## src/rtl/flags_stage_if.sv

```systemverilog
// Bundles the D->E flag-stage inputs and outputs.
// The master side is the decode, hazard and checker logic; the slave side is flags_stage.
interface flags_stage_if #(
  parameter int unsigned CNT_W = 16
);
  logic [3:0]       CondD;
  logic [1:0]       FlagsWriteD;
  logic             ValidD;
  logic             StallE;
  logic             FlushE;
  logic [3:0]       FlagsNext;
  logic             CondExE;
  logic             SaveFlags;
  logic             RestoreFlags;
  logic [3:0]       CondE;
  logic [1:0]       FlagsWriteE;
  logic             ValidE;
  logic [3:0]       Flags;
  logic             CondUndefE;
  logic [CNT_W-1:0] ExecCnt;
  logic [CNT_W-1:0] SkipCnt;
  logic [3:0]       FlagsShadow;

  modport master (
    output CondD, FlagsWriteD, ValidD, StallE, FlushE, FlagsNext, CondExE,
           SaveFlags, RestoreFlags,
    input  CondE, FlagsWriteE, ValidE, Flags, CondUndefE, ExecCnt, SkipCnt, FlagsShadow
  );

  modport slave (
    input  CondD, FlagsWriteD, ValidD, StallE, FlushE, FlagsNext, CondExE,
           SaveFlags, RestoreFlags,
    output CondE, FlagsWriteE, ValidE, Flags, CondUndefE, ExecCnt, SkipCnt, FlagsShadow
  );
endinterface

```

## src/rtl/flags_stage.sv

```systemverilog
// Execute-stage condition/flag holder: D->E register, NZCV state and retire counters.
// Optional NZCV shadow register is enabled with `define FLAGS_SHADOW_EN.
module flags_stage #(
  parameter int unsigned CNT_W       = 16,
  parameter logic [3:0]  RESET_FLAGS = 4'b0000
) (
  input logic         clk,
  input logic         reset,
  flags_stage_if.slave bus
);
  localparam logic [3:0] CondAl = 4'b1110;

  logic [3:0]       cond_q, cond_d;
  logic [1:0]       fwe_q, fwe_d;
  logic             valid_q, valid_d;
  logic [3:0]       flags_q, flags_d;
  logic [CNT_W-1:0] exec_q, exec_d;
  logic [CNT_W-1:0] skip_q, skip_d;
  logic             retire;
  logic             undef;
  logic [3:0]       flags_upd;

  assign retire = valid_q & ~bus.StallE;
  assign undef  = valid_q & (cond_q == 4'b1111);

  always_comb begin
    cond_d  = cond_q;
    fwe_d   = fwe_q;
    valid_d = valid_q;
    if (bus.FlushE) begin
      cond_d  = CondAl;
      fwe_d   = 2'b00;
      valid_d = 1'b0;
    end else if (!bus.StallE) begin
      cond_d  = bus.CondD;
      fwe_d   = bus.FlagsWriteD & {2{bus.ValidD}};
      valid_d = bus.ValidD;
    end
  end

  // Undefined-condition instructions retire without touching NZCV.
  assign flags_upd = (retire && !undef) ? bus.FlagsNext : flags_q;

  always_comb begin
    exec_d = exec_q;
    skip_d = skip_q;
    if (retire) begin
      if (bus.CondExE && !undef) begin
        if (exec_q != '1) exec_d = exec_q + 1'b1;
      end else begin
        if (skip_q != '1) skip_d = skip_q + 1'b1;
      end
    end
  end

`ifdef FLAGS_SHADOW_EN
  logic [3:0] shadow_q, shadow_d;

  always_comb begin
    flags_d  = flags_upd;
    shadow_d = shadow_q;
    if (bus.RestoreFlags) begin
      flags_d = shadow_q;
    end else if (bus.SaveFlags) begin
      shadow_d = flags_upd;
    end
  end

  always_ff @(posedge clk or posedge reset) begin
    if (reset) shadow_q <= 4'b0000;
    else       shadow_q <= shadow_d;
  end

  assign bus.FlagsShadow = shadow_q;
`else
  always_comb begin
    flags_d = flags_upd;
  end

  assign bus.FlagsShadow = 4'b0000;
`endif

  always_ff @(posedge clk or posedge reset) begin
    if (reset) begin
      cond_q  <= CondAl;
      fwe_q   <= 2'b00;
      valid_q <= 1'b0;
      flags_q <= RESET_FLAGS;
      exec_q  <= '0;
      skip_q  <= '0;
    end else begin
      cond_q  <= cond_d;
      fwe_q   <= fwe_d;
      valid_q <= valid_d;
      flags_q <= flags_d;
      exec_q  <= exec_d;
      skip_q  <= skip_d;
    end
  end

  assign bus.CondE       = cond_q;
  assign bus.FlagsWriteE = fwe_q;
  assign bus.ValidE      = valid_q;
  assign bus.Flags       = flags_q;
  assign bus.CondUndefE  = undef;
  assign bus.ExecCnt     = exec_q;
  assign bus.SkipCnt     = skip_q;
endmodule
```

## src/flat_wrapper.sv

```systemverilog
// flat-port wrapper written by rule: the top's interface ports become plain ports
module flags_stage_flat 
#(
  parameter int unsigned CNT_W       = 16,
  parameter logic [3:0]  RESET_FLAGS = 4'b0000
)
  (clk, reset, bus_CondD, bus_FlagsWriteD, bus_ValidD, bus_StallE, bus_FlushE, bus_FlagsNext, bus_CondExE, bus_SaveFlags, bus_RestoreFlags, bus_CondE, bus_FlagsWriteE, bus_ValidE, bus_Flags, bus_CondUndefE, bus_ExecCnt, bus_SkipCnt, bus_FlagsShadow);
  flags_stage_if #(.CNT_W(CNT_W)) bus_i ();
  input logic clk;
  input logic reset;
  input wire logic [$bits(bus_i.CondD)-1:0] bus_CondD;
  input wire logic [$bits(bus_i.FlagsWriteD)-1:0] bus_FlagsWriteD;
  input wire logic [$bits(bus_i.ValidD)-1:0] bus_ValidD;
  input wire logic [$bits(bus_i.StallE)-1:0] bus_StallE;
  input wire logic [$bits(bus_i.FlushE)-1:0] bus_FlushE;
  input wire logic [$bits(bus_i.FlagsNext)-1:0] bus_FlagsNext;
  input wire logic [$bits(bus_i.CondExE)-1:0] bus_CondExE;
  input wire logic [$bits(bus_i.SaveFlags)-1:0] bus_SaveFlags;
  input wire logic [$bits(bus_i.RestoreFlags)-1:0] bus_RestoreFlags;
  output wire logic [$bits(bus_i.CondE)-1:0] bus_CondE;
  output wire logic [$bits(bus_i.FlagsWriteE)-1:0] bus_FlagsWriteE;
  output wire logic [$bits(bus_i.ValidE)-1:0] bus_ValidE;
  output wire logic [$bits(bus_i.Flags)-1:0] bus_Flags;
  output wire logic [$bits(bus_i.CondUndefE)-1:0] bus_CondUndefE;
  output wire logic [$bits(bus_i.ExecCnt)-1:0] bus_ExecCnt;
  output wire logic [$bits(bus_i.SkipCnt)-1:0] bus_SkipCnt;
  output wire logic [$bits(bus_i.FlagsShadow)-1:0] bus_FlagsShadow;
  assign bus_i.CondD = bus_CondD;
  assign bus_i.FlagsWriteD = bus_FlagsWriteD;
  assign bus_i.ValidD = bus_ValidD;
  assign bus_i.StallE = bus_StallE;
  assign bus_i.FlushE = bus_FlushE;
  assign bus_i.FlagsNext = bus_FlagsNext;
  assign bus_i.CondExE = bus_CondExE;
  assign bus_i.SaveFlags = bus_SaveFlags;
  assign bus_i.RestoreFlags = bus_RestoreFlags;
  assign bus_CondE = bus_i.CondE;
  assign bus_FlagsWriteE = bus_i.FlagsWriteE;
  assign bus_ValidE = bus_i.ValidE;
  assign bus_Flags = bus_i.Flags;
  assign bus_CondUndefE = bus_i.CondUndefE;
  assign bus_ExecCnt = bus_i.ExecCnt;
  assign bus_SkipCnt = bus_i.SkipCnt;
  assign bus_FlagsShadow = bus_i.FlagsShadow;
  flags_stage #(.CNT_W(CNT_W), .RESET_FLAGS(RESET_FLAGS)) u_core (.clk(clk), .reset(reset), .bus(bus_i));
endmodule
```

## config.mk

```make
export PLATFORM = sky130hd
export DESIGN_NAME = flags_stage_flat
export DESIGN_NICKNAME = d
export VERILOG_FILES = /design/src/rtl/flags_stage_if.sv /design/src/rtl/flags_stage.sv /design/src/flat_wrapper.sv
export SDC_FILE = /design/constraint.sdc
export NUM_CORES = 1
export LEC_CHECK = 0
export ABC_CLOCK_PERIOD_IN_PS = 4500
export BUFFER_PORTS_ARGS = -buffer_cell sky130_fd_sc_hd__buf_2
export CAP_MARGIN = 20
export CORE_ASPECT_RATIO = 1.25
export CORE_MARGIN = 2
export CORE_UTILIZATION = 54
export CTS_BUF_LIST = sky130_fd_sc_hd__clkbuf_16
export DETAILED_ROUTE_END_ITERATION = 10
export GPL_TIMING_DRIVEN = 0
export PLACE_DENSITY = 0.95
export SYNTH_ARGS = -nofsm -noshare
export SYNTH_HDL_FRONTEND = slang
export SYNTH_SLANG_ARGS = --single-unit
```

## constraint.sdc

```tcl
create_clock -name clk -period 4.5 [get_ports clk]
set_clock_uncertainty 0.1 [all_clocks]
set_input_delay 0.9 -clock clk [delete_from_list [all_inputs] [get_ports clk]]
set_output_delay 0.9 -clock clk [all_outputs]
set_load 0.01 [all_outputs]
```

Word-level counts from Yosys, hierarchy flattened
Index checks and enable logic that the tools add are counted.
{ "totals": {"regBits": 43, "latch_bits": 0, "mem_bits_rw": 0, "romBits": 0, "in_bits": 18, "output_inout_bits": 48, "wordCells": 28, "n_memories": 0} }
{ "op_classes": {"addsub": 2, "n_mul": 0, "div_mod_pow": 0, "magnitude_cmp": 0, "eq_ne": 4, "shift": 0, "mux": 6, "n_bitwise": 5, "n_reduce_logical": 5} }
{ "ops": {"columns": ["operator", "n"], "rows": [
  ["$add 16x1->16 const B", 2],
  ["$ne 16x16->1 const B", 2],
  ["$mux 4", 2],
  ["$reduce_and 3->1", 2],
  ["$eq 4x4->1 const B", 1],
  ["$mux 2", 2],
  ["$and 1x1->1", 2],
  ["$and 2x2->2", 1],
  ["$logic_and 1x1->1", 2],
  ["$mux 1", 2],
  ["$ne 2x1->1 const B", 1],
  ["$not 1->1", 2],
  ["$logic_not 1->1", 1]
]} }

Longest topological paths before layout
Gate-level depths: netlist (run 1).
{ "depth": {"ltp_word": 6, "depth_mapped": 7, "ltp_nobuf": 6} }

Worst setup path before layout (run 1)
No wires, ideal clock.
{ "synth_path": {"path_kind": "input-to-reg", "start": "input port bus_StallE", "end": "register u_core.skip_q[10], in the netlist u_core.bus.SkipCnt[10]", "setup_time_ps": 126, "arrival_ps": 1932, "required_time_ps": 4274, "setup_slack_ps": 2342, "stages": 5, "n_path_buf": 0, "cell_sequence": "nand2b_1 > a2111oi_1 > nor2b_1 > nand3_1 > xnor2_1"} }
{ "synth_between": {"elab_chain_len": 3} }
{ "synth_lines": {"columns": ["item", "line_no", "source"], "rows": [
  ["start, declared", "flat_wrapper.sv:14", "input wire logic [$bits(bus_i.StallE)-1:0] bus_StallE;"],
  ["$not 1->1", "flags_stage.sv:23", "assign retire = valid_q & ~bus.StallE;"],
  ["$and 1x1->1", "flags_stage.sv:23", null],
  ["$reduce_and 3->1 (no line)", null, null],
  ["end signal, assigned", "flags_stage.sv:97", "skip_q <= skip_d;"],
  ["end, declared", "flags_stage.sv:18", "logic [CNT_W-1:0] skip_q, skip_d;"]
]} }
No other way between the ends.
A chain may end at the register's enable or synchronous reset.

Final worst setup path (run 1)
{ "layout_path": {"start": "register u_core.cond_q[2], in the netlist u_core.bus.CondE[2]", "end": "output port bus_CondUndefE"} }
{ "layout_between": {"elab_chain_len": 2} }
{ "layout_lines": {"columns": ["item", "line_no", "source"], "rows": [
  ["start, declared", "flags_stage.sv:13", "logic [3:0] cond_q, cond_d;"],
  ["start signal, assigned", "flags_stage.sv:85", "cond_q <= CondAl;"],
  ["start signal, assigned", "flags_stage.sv:92", "cond_q <= cond_d;"],
  ["$eq 4x4->1", "flags_stage.sv:24", "assign undef = valid_q & (cond_q == 4'b1111);"],
  ["$and 1x1->1", "flags_stage.sv:24", null],
  ["end, declared", "flat_wrapper.sv:24", "output wire logic [$bits(bus_i.CondUndefE)-1:0] bus_CondUndefE;"]
]} }
No other way between the ends.

==> key figures, run 1 <==
Route
  • Vias: 1602
  • Met3 wire length: approximately 230 um
  • Total Wirelength: approximately 4.2 mm
  • Residual DRC: 0
  • First-pass detailed-route iteration total: 4
  • DR WL met2: around 2.2 mm
  • Top routing layer in use: met4
  • Per-cell routed wire length: 14.7 um
  • WL met1: about 1.7 mm
  • DRT iter0 DRCs: 36
  • Antenna viol nets, final: 0
  • Drt via density: approximately 5.6

GRT
  • Largest net degree at the start of global routing: 44
  • Vias in the first global route: 1597
  • Gr usage total: 0.224
  • Initial antenna violation count: 0
  • GRT overflow: 0
  • First-pass GRT wire length: roughly 7.1 mm

Final layout
  • Nets: 266
  • Finished Cell Area: 0.00250 mm^2
  • Most common cell after layout, fill and taps aside: buf_2
  • N_diodes: 0
  • Fill cells: approximately 260
  • Most frequent cells in the layout: buf_2 (60), dfrtp_1 (40), xnor2_1 (23), nor2_1 (14), nand4_1 (14)
  • Share of cells above drive strength 1: 0.352
  • Synth-to-layout area growth: 24.7%
  • Post-layout util: 0.712
  • Layout Cells excl Fill: about 290

Synth
  • Avg Inst Size Synth: roughly 11 um^2
  • Seq cells post-synth: between 40 and 50
  • Syn Inst Count: around 180
  • Warnings from Yosys: 0
  • Netlist cell types: 35
  • Synthesized cell area: roughly 0.0020 mm^2
  • Sequential area share after synthesis: 0.538

Clocking
  • CTS tree: built
  • Post-cts gate resize count: 0
  • H-Tree Depth: 2
  • CTS Hold Buffers Added: 0
  • Clk buf depth: 2
  • CTS sink count: 43
  • TritonCTS buffer count: 5
  • Post-CTS Setup Inserts: 0
  • Clk Latency, worst-skew pair: 0.28 ns
  • Worst-path clk slew: roughly 0.060 ns
  • Clk root buf: clkbuf_16

Setup path
  • Cells on worst reg2reg path: 5
  • Kind of critical path: reg -> out
  • CP Capture Type: primary output
  • WP data required: 3.50 ns
  • CP startpoint kind: register
  • Max stage delay on crit path: 0.56 ns
  • WP data arrival: between 1 and 1.5 ns
  • Crit-path max FO: 7
  • Flop-to-flop setup slack: about 2.4 ns
  • CP cell instances: nand4_2 > nor2_1 > buf_2
  • Slowest cell on the critical path: dfstp_2
  • CP startpoint: u_core.bus.CondE[2]
  • Worst r2r src: u_core.bus.CondE[2]
  • Reg2reg end: u_core.bus.SkipCnt[10]

Timing
  • Final Max Tran Viols: 0
  • # setup viols final: 0
  • Fin crit share: 0.519
  • Hold slack: roughly 0.40 ns
  • Post-layout min period: 2.33 ns
  • Fmax: approximately 430 MHz
  • Worst-Margin Slew: approximately 0.9 ns
  • Worst slew margin: 0.405
  • Unrepaired setup endpoints after global routing: no
  • Hold violation total from the final report: 0
  • TNS Setup: 0 ns

Die
  • Core Rows: 24
  • Num ports: 66
  • Die Area: 0.00422 mm^2
  • Initial core utilization: 0.571
  • Die Wd: roughly 59 um
  • Core box area: ~0.0035 mm^2
  • Die Ht: between 70 and 80 um

Power and ir drop
  • Max VDD drop: between 0.0004 and 0.0005 V
  • Pleak: around 1.3 nW
  • Pwr dens: approximately 380 mW/mm^2

Place
  • Cell count after placement: about 280
  • Post-DP Area: between 0.002 and 0.0025 mm^2
  • Detailed Place HPWL: just over 3 mm
  • Port bufs: 59
  • Final GP Congestion: 0.770

Run
  • Max Cap Viol: 0

Worst hold path
  • HP Start: u_core.bus.SkipCnt[11]
  • Hold Crit Depth: 1
  • Hold Path Class: reg -> reg
  • Hold EP: u_core.bus.SkipCnt[11]

Status
  • Status: complete, no violations
through the flow:
stage                     worst slack [ns]  total power (W)
final                                 2.17         0.000950
after global routing                  2.09         0.000993
after CTS                             2.16         0.000958
after detailed placement              1.98         0.000610
after global placement                1.95         0.000604
after floorplan                       2.34         0.000548
per-layer routing:
metal | vias up | GRT usage
met5 | - | 0
met4 | 0 | 0.109
met3 | 14 | 0.0606
met2 | 56 | 0.391
met1 | 787 | 0.247
li1 | 745 | -
synth_stat cells, drive strengths merged:
cell type / n / area share
o21bai: 1 / 0.0037
nor2b: 8 / 0.025
a21oi: 2 / 0.0050
nand3: 9 / 0.022
dfstp: 3 / 0.039
clkbuf: 1 / 0.0019
nand3b: 1 / 0.0037
nand2b: 2 / 0.0062
a22oi: 1 / 0.0037
and4: 2 / 0.0087
buf: 5 / 0.017
inv: 3 / 0.0056
nand4: 15 / 0.050
conb: 1 / 0.0019
o21ai: 1 / 0.0025
and3b: 1 / 0.0062
dfrtp: 40 / 0.50
a2111oi: 1 / 0.0050
nor2: 14 / 0.026
or2: 1 / 0.0031
a221oi: 1 / 0.0044
nand2: 13 / 0.024
a211o: 3 / 0.013
o2111ai: 1 / 0.0044
mux2i: 1 / 0.0050
nor4b: 1 / 0.0075
and3: 6 / 0.019
or4b: 1 / 0.0069
mux2: 6 / 0.036
xnor2: 23 / 0.10
xor2: 7 / 0.031
ha: 2 / 0.012
where the power goes:
part           switching, W  internal, W  total, W
clock              0.000145     0.000202  0.000347
combinational     0.0000696    0.0000693  0.000139
sequential        0.0000374     0.000426  0.000463
total              0.000252     0.000698  0.000950
registers in the layout, summed over array words and instances (netlist names):
name                    flops
u_core.bus.CondE            4
u_core.bus.ValidE           1
u_core.bus.FlagsWriteE      2
u_core.bus.Flags            4
u_core.bus.ExecCnt         16
u_core.bus.SkipCnt         16
layout make-up:
class                      count  area [um^2]  area share
timing repair buffer          59          295       0.118
buffer                         6         38.8      0.0155
tap                           39         48.8      0.0195
clock buffer                   5          125      0.0500
inverter                       3         11.3     0.00450
clock inverter                 3         15.0     0.00600
multi-input combinational    128          887       0.355
sequential                    43         1080       0.432
how the worst max path moves through the flow:
stage	slack (ns)	to
after floorplan	2.34	u_core.bus.SkipCnt[10]
after global placement	1.95	u_core.bus.ExecCnt[9]
after detailed placement	1.98	u_core.bus.SkipCnt[10]
after CTS	2.16	bus_CondUndefE
after global routing	2.09	bus_CondUndefE
final	2.17	bus_CondUndefE
worst max-delay path, delay by kind of cell, from the launching register on:
family	cells	cell delay, ns
flip-flops	1	0.56
AND/OR/NAND/NOR	2	0.35
buffers and inverters	1	0.14
cell families (layout without fill, tap and decap cells):
logic type	Yosys count	count (layout)	share of synthesized area
AND/OR/NAND/NOR	74	74	0.209
flip-flops	43	43	0.538
XOR/XNOR	30	30	0.131
AO/OA/AOI/OAI	11	11	0.0418
buffers and inverters	9	76	0.0249
multiplexers	7	7	0.0405
adder cells (fa/ha/maj)	2	2	0.0125
other	1	4	0.00187
Note: power is estimated with default switching activity, not from simulation.
==> inputs of run 2 (changes only) <==
Settings changed: ABC_CLOCK_PERIOD_IN_PS 4500 to 2000, CORE_UTILIZATION 54 to 45, PLACE_DENSITY 0.95 to 0.87.
Clock period 4.5 ns to 2 ns, I/O delays scaled along.
==> run 2 against run 1 <==
Sequential share of layout area fell by 2.7 points. Sequential power rose by 130%. Non-clock buffer count rose by 8. Worst setup slack got worse by 2.2 ns. Clock power rose to 2.6 times the previous value. Critical path depth rose by 2. Global-route usage fell by 5.4 points. Power rose by 140%. Clock-buffer cell count did not move. Die area rose by 19%. Critical path type is now reg -> reg. Critical endpoint is now u_core.bus.ExecCnt[1].
==> key figures, run 2 (synthesized netlist as in run 1, its figures left out) <==
Status
  • Status: complete, no violations

Timing
  • Hold slack: about 0.2 ns
  • Worst-Margin Slew: 0.865 ns
  • Post-layout min period: 1.99 ns
  • TNS Setup: 0 ns
  • Final Max Tran Viols: 0
  • # setup viols final: 0
  • Hold violation total from the final report: 0
  • Worst slew margin: 0.422
  • Fmax: around 500 MHz
  • Unrepaired setup endpoints after global routing: yes
  • Fin crit share: 0.994

Die
  • Core box area: 0.00436 mm^2
  • Die Area: roughly 0.005 mm^2
  • Die Ht: a little under 80 um
  • Die Wd: about 64 um
  • Initial core utilization: 0.460
  • Num ports: between 60 and 70
  • Core Rows: 27

Setup path
  • Crit-path max FO: 4
  • CP startpoint: u_core.bus.ExecCnt[0]
  • Worst r2r src: u_core.bus.ExecCnt[0]
  • CP startpoint kind: register
  • Crit path to: u_core.bus.ExecCnt[1]
  • WP data required: 2.06 ns
  • Reg2reg end: u_core.bus.ExecCnt[1]
  • Flop-to-flop setup slack: between 0.01 and 0.015 ns
  • Cells on worst reg2reg path: 5
  • CP Capture Type: register
  • WP data arrival: slightly above 2 ns
  • Kind of critical path: reg -> reg

Run
  • Max Cap Viol: 0

Route
  • DRT iter0 DRCs: 38
  • Antenna viol nets, final: 0
  • First-pass detailed-route iteration total: 4
  • Vias: between 1500 and 2000
  • Per-cell routed wire length: 13.1 um
  • Residual DRC: 0
  • Drt via density: roughly 5
  • Total Wirelength: 4.10 mm

Final layout
  • Layout Cells excl Fill: 313
  • Synth-to-layout area growth: 33.3%
  • Finished Cell Area: roughly 0.0027 mm^2
  • Fill cells: 361
  • Share of cells above drive strength 1: 0.396
  • Post-layout util: 0.614
  • Most frequent cells in the layout: buf_2 (60), dfrtp_1 (39), xnor2_1 (23), nor2_1 (14), nand4_1 (14)
  • FF+latch area: 0.00108 mm^2
  • Nets: approximately 270
  • N_diodes: 0
  • Most common cell after layout, fill and taps aside: buf_2
  • Multi-input logic area: 951 um^2

Clocking
  • Worst-path clk slew: ~0.06 ns
  • CTS tree: built
  • H-Tree Depth: 2
  • CTS sink count: 43
  • Clk root buf: clkbuf_16
  • Clk buf depth: 2
  • CTS Hold Buffers Added: 0
  • TritonCTS buffer count: 5
  • Clk Latency, worst-skew pair: 0.28 ns

Place
  • Post-DP Area: approximately 0.0024 mm^2
  • Port bufs: around 60
  • Detailed Place HPWL: a little under 3 mm
  • Final GP Congestion: 0.771
  • Cell count after placement: approximately 300

Power and ir drop
  • Pwr dens: between 800 and 900 mW/mm^2
  • Pleak: approximately 1.3 nW
  • Max VDD drop: 0.000739 V

GRT
  • Initial antenna violation count: 0
  • Gr usage total: 0.170
  • GRT overflow: 0
  • Vias in the first global route: around 1500
  • Largest net degree at the start of global routing: 44
  • First-pass GRT wire length: around 6.6 mm

Worst hold path
  • Hold Path Class: in -> async
## run 2: cell types whose count changed in the layout (fill, tap and decap cells not counted), sizes merged
cell / delta
buf: +8
bufinv: +1
clkinv: -1
## run 2: worst max-delay path, cell delays in order (launching register included)
cell     delay (ns)
dfrtp_1        0.40
ha_2           0.20
and3_4         0.18
or4b_4         0.48
and3b_4        0.22
mux2_4         0.30
## run 2: stage by stage
stage / power [W] / worst slack, ns
2_1_floorplan: 0.00123 / 0.0715
3_3_place_gp: 0.00136 / -0.0813
3_5_place_dp: 0.00138 / -0.0823
4_1_cts: 0.00230 / 0.00549
5_1_grt: 0.00242 / -0.0452
6_report: 0.00230 / 0.0124
## run 2: power by group
part	internal, W	leakage (nW)	switching [W]
sequential	0.000961	0.571	0.0000879
combinational	0.000186	0.660	0.000169
clock	0.000582	0.0812	0.000314
total	0.00173	1.31	0.000571
## run 2: worst min-delay path by stage
stage,to,cells past startpoint
4_1_cts,u_core.bus.FlagsWriteE[0],2
3_3_place_gp,u_core.bus.SkipCnt[11],1
3_5_place_dp,u_core.bus.SkipCnt[7],1
2_1_floorplan,u_core.bus.CondE[0],1
6_report,u_core.bus.FlagsWriteE[0],2
5_1_grt,u_core.bus.Flags[1],2
## run 2: what timing repair did
action	in CTS	in global routing
endpoints found under the setup margin	12	20
gates cloned	0	1
setup buffers	1	6
resized for setup	3	12
pin swaps	0	1
## run 2: area by class of cell
type                            count  share of cell area
Sequential cell                    43               0.404
Multi-Input combinational cell    128               0.356
Timing Repair Buffer               67               0.132
Clock buffer                        5              0.0468
Tap cell                           58              0.0271
Buffer                              6              0.0154
Clock inverter                      3              0.0145
Inverter                            3             0.00421
## run 2: metal layers
metal,share of wire,GRT usage
met5,0,0
met2,0.52,0.287
met3,0.051,0.0487
met4,0.0095,0.0652
met1,0.42,0.203
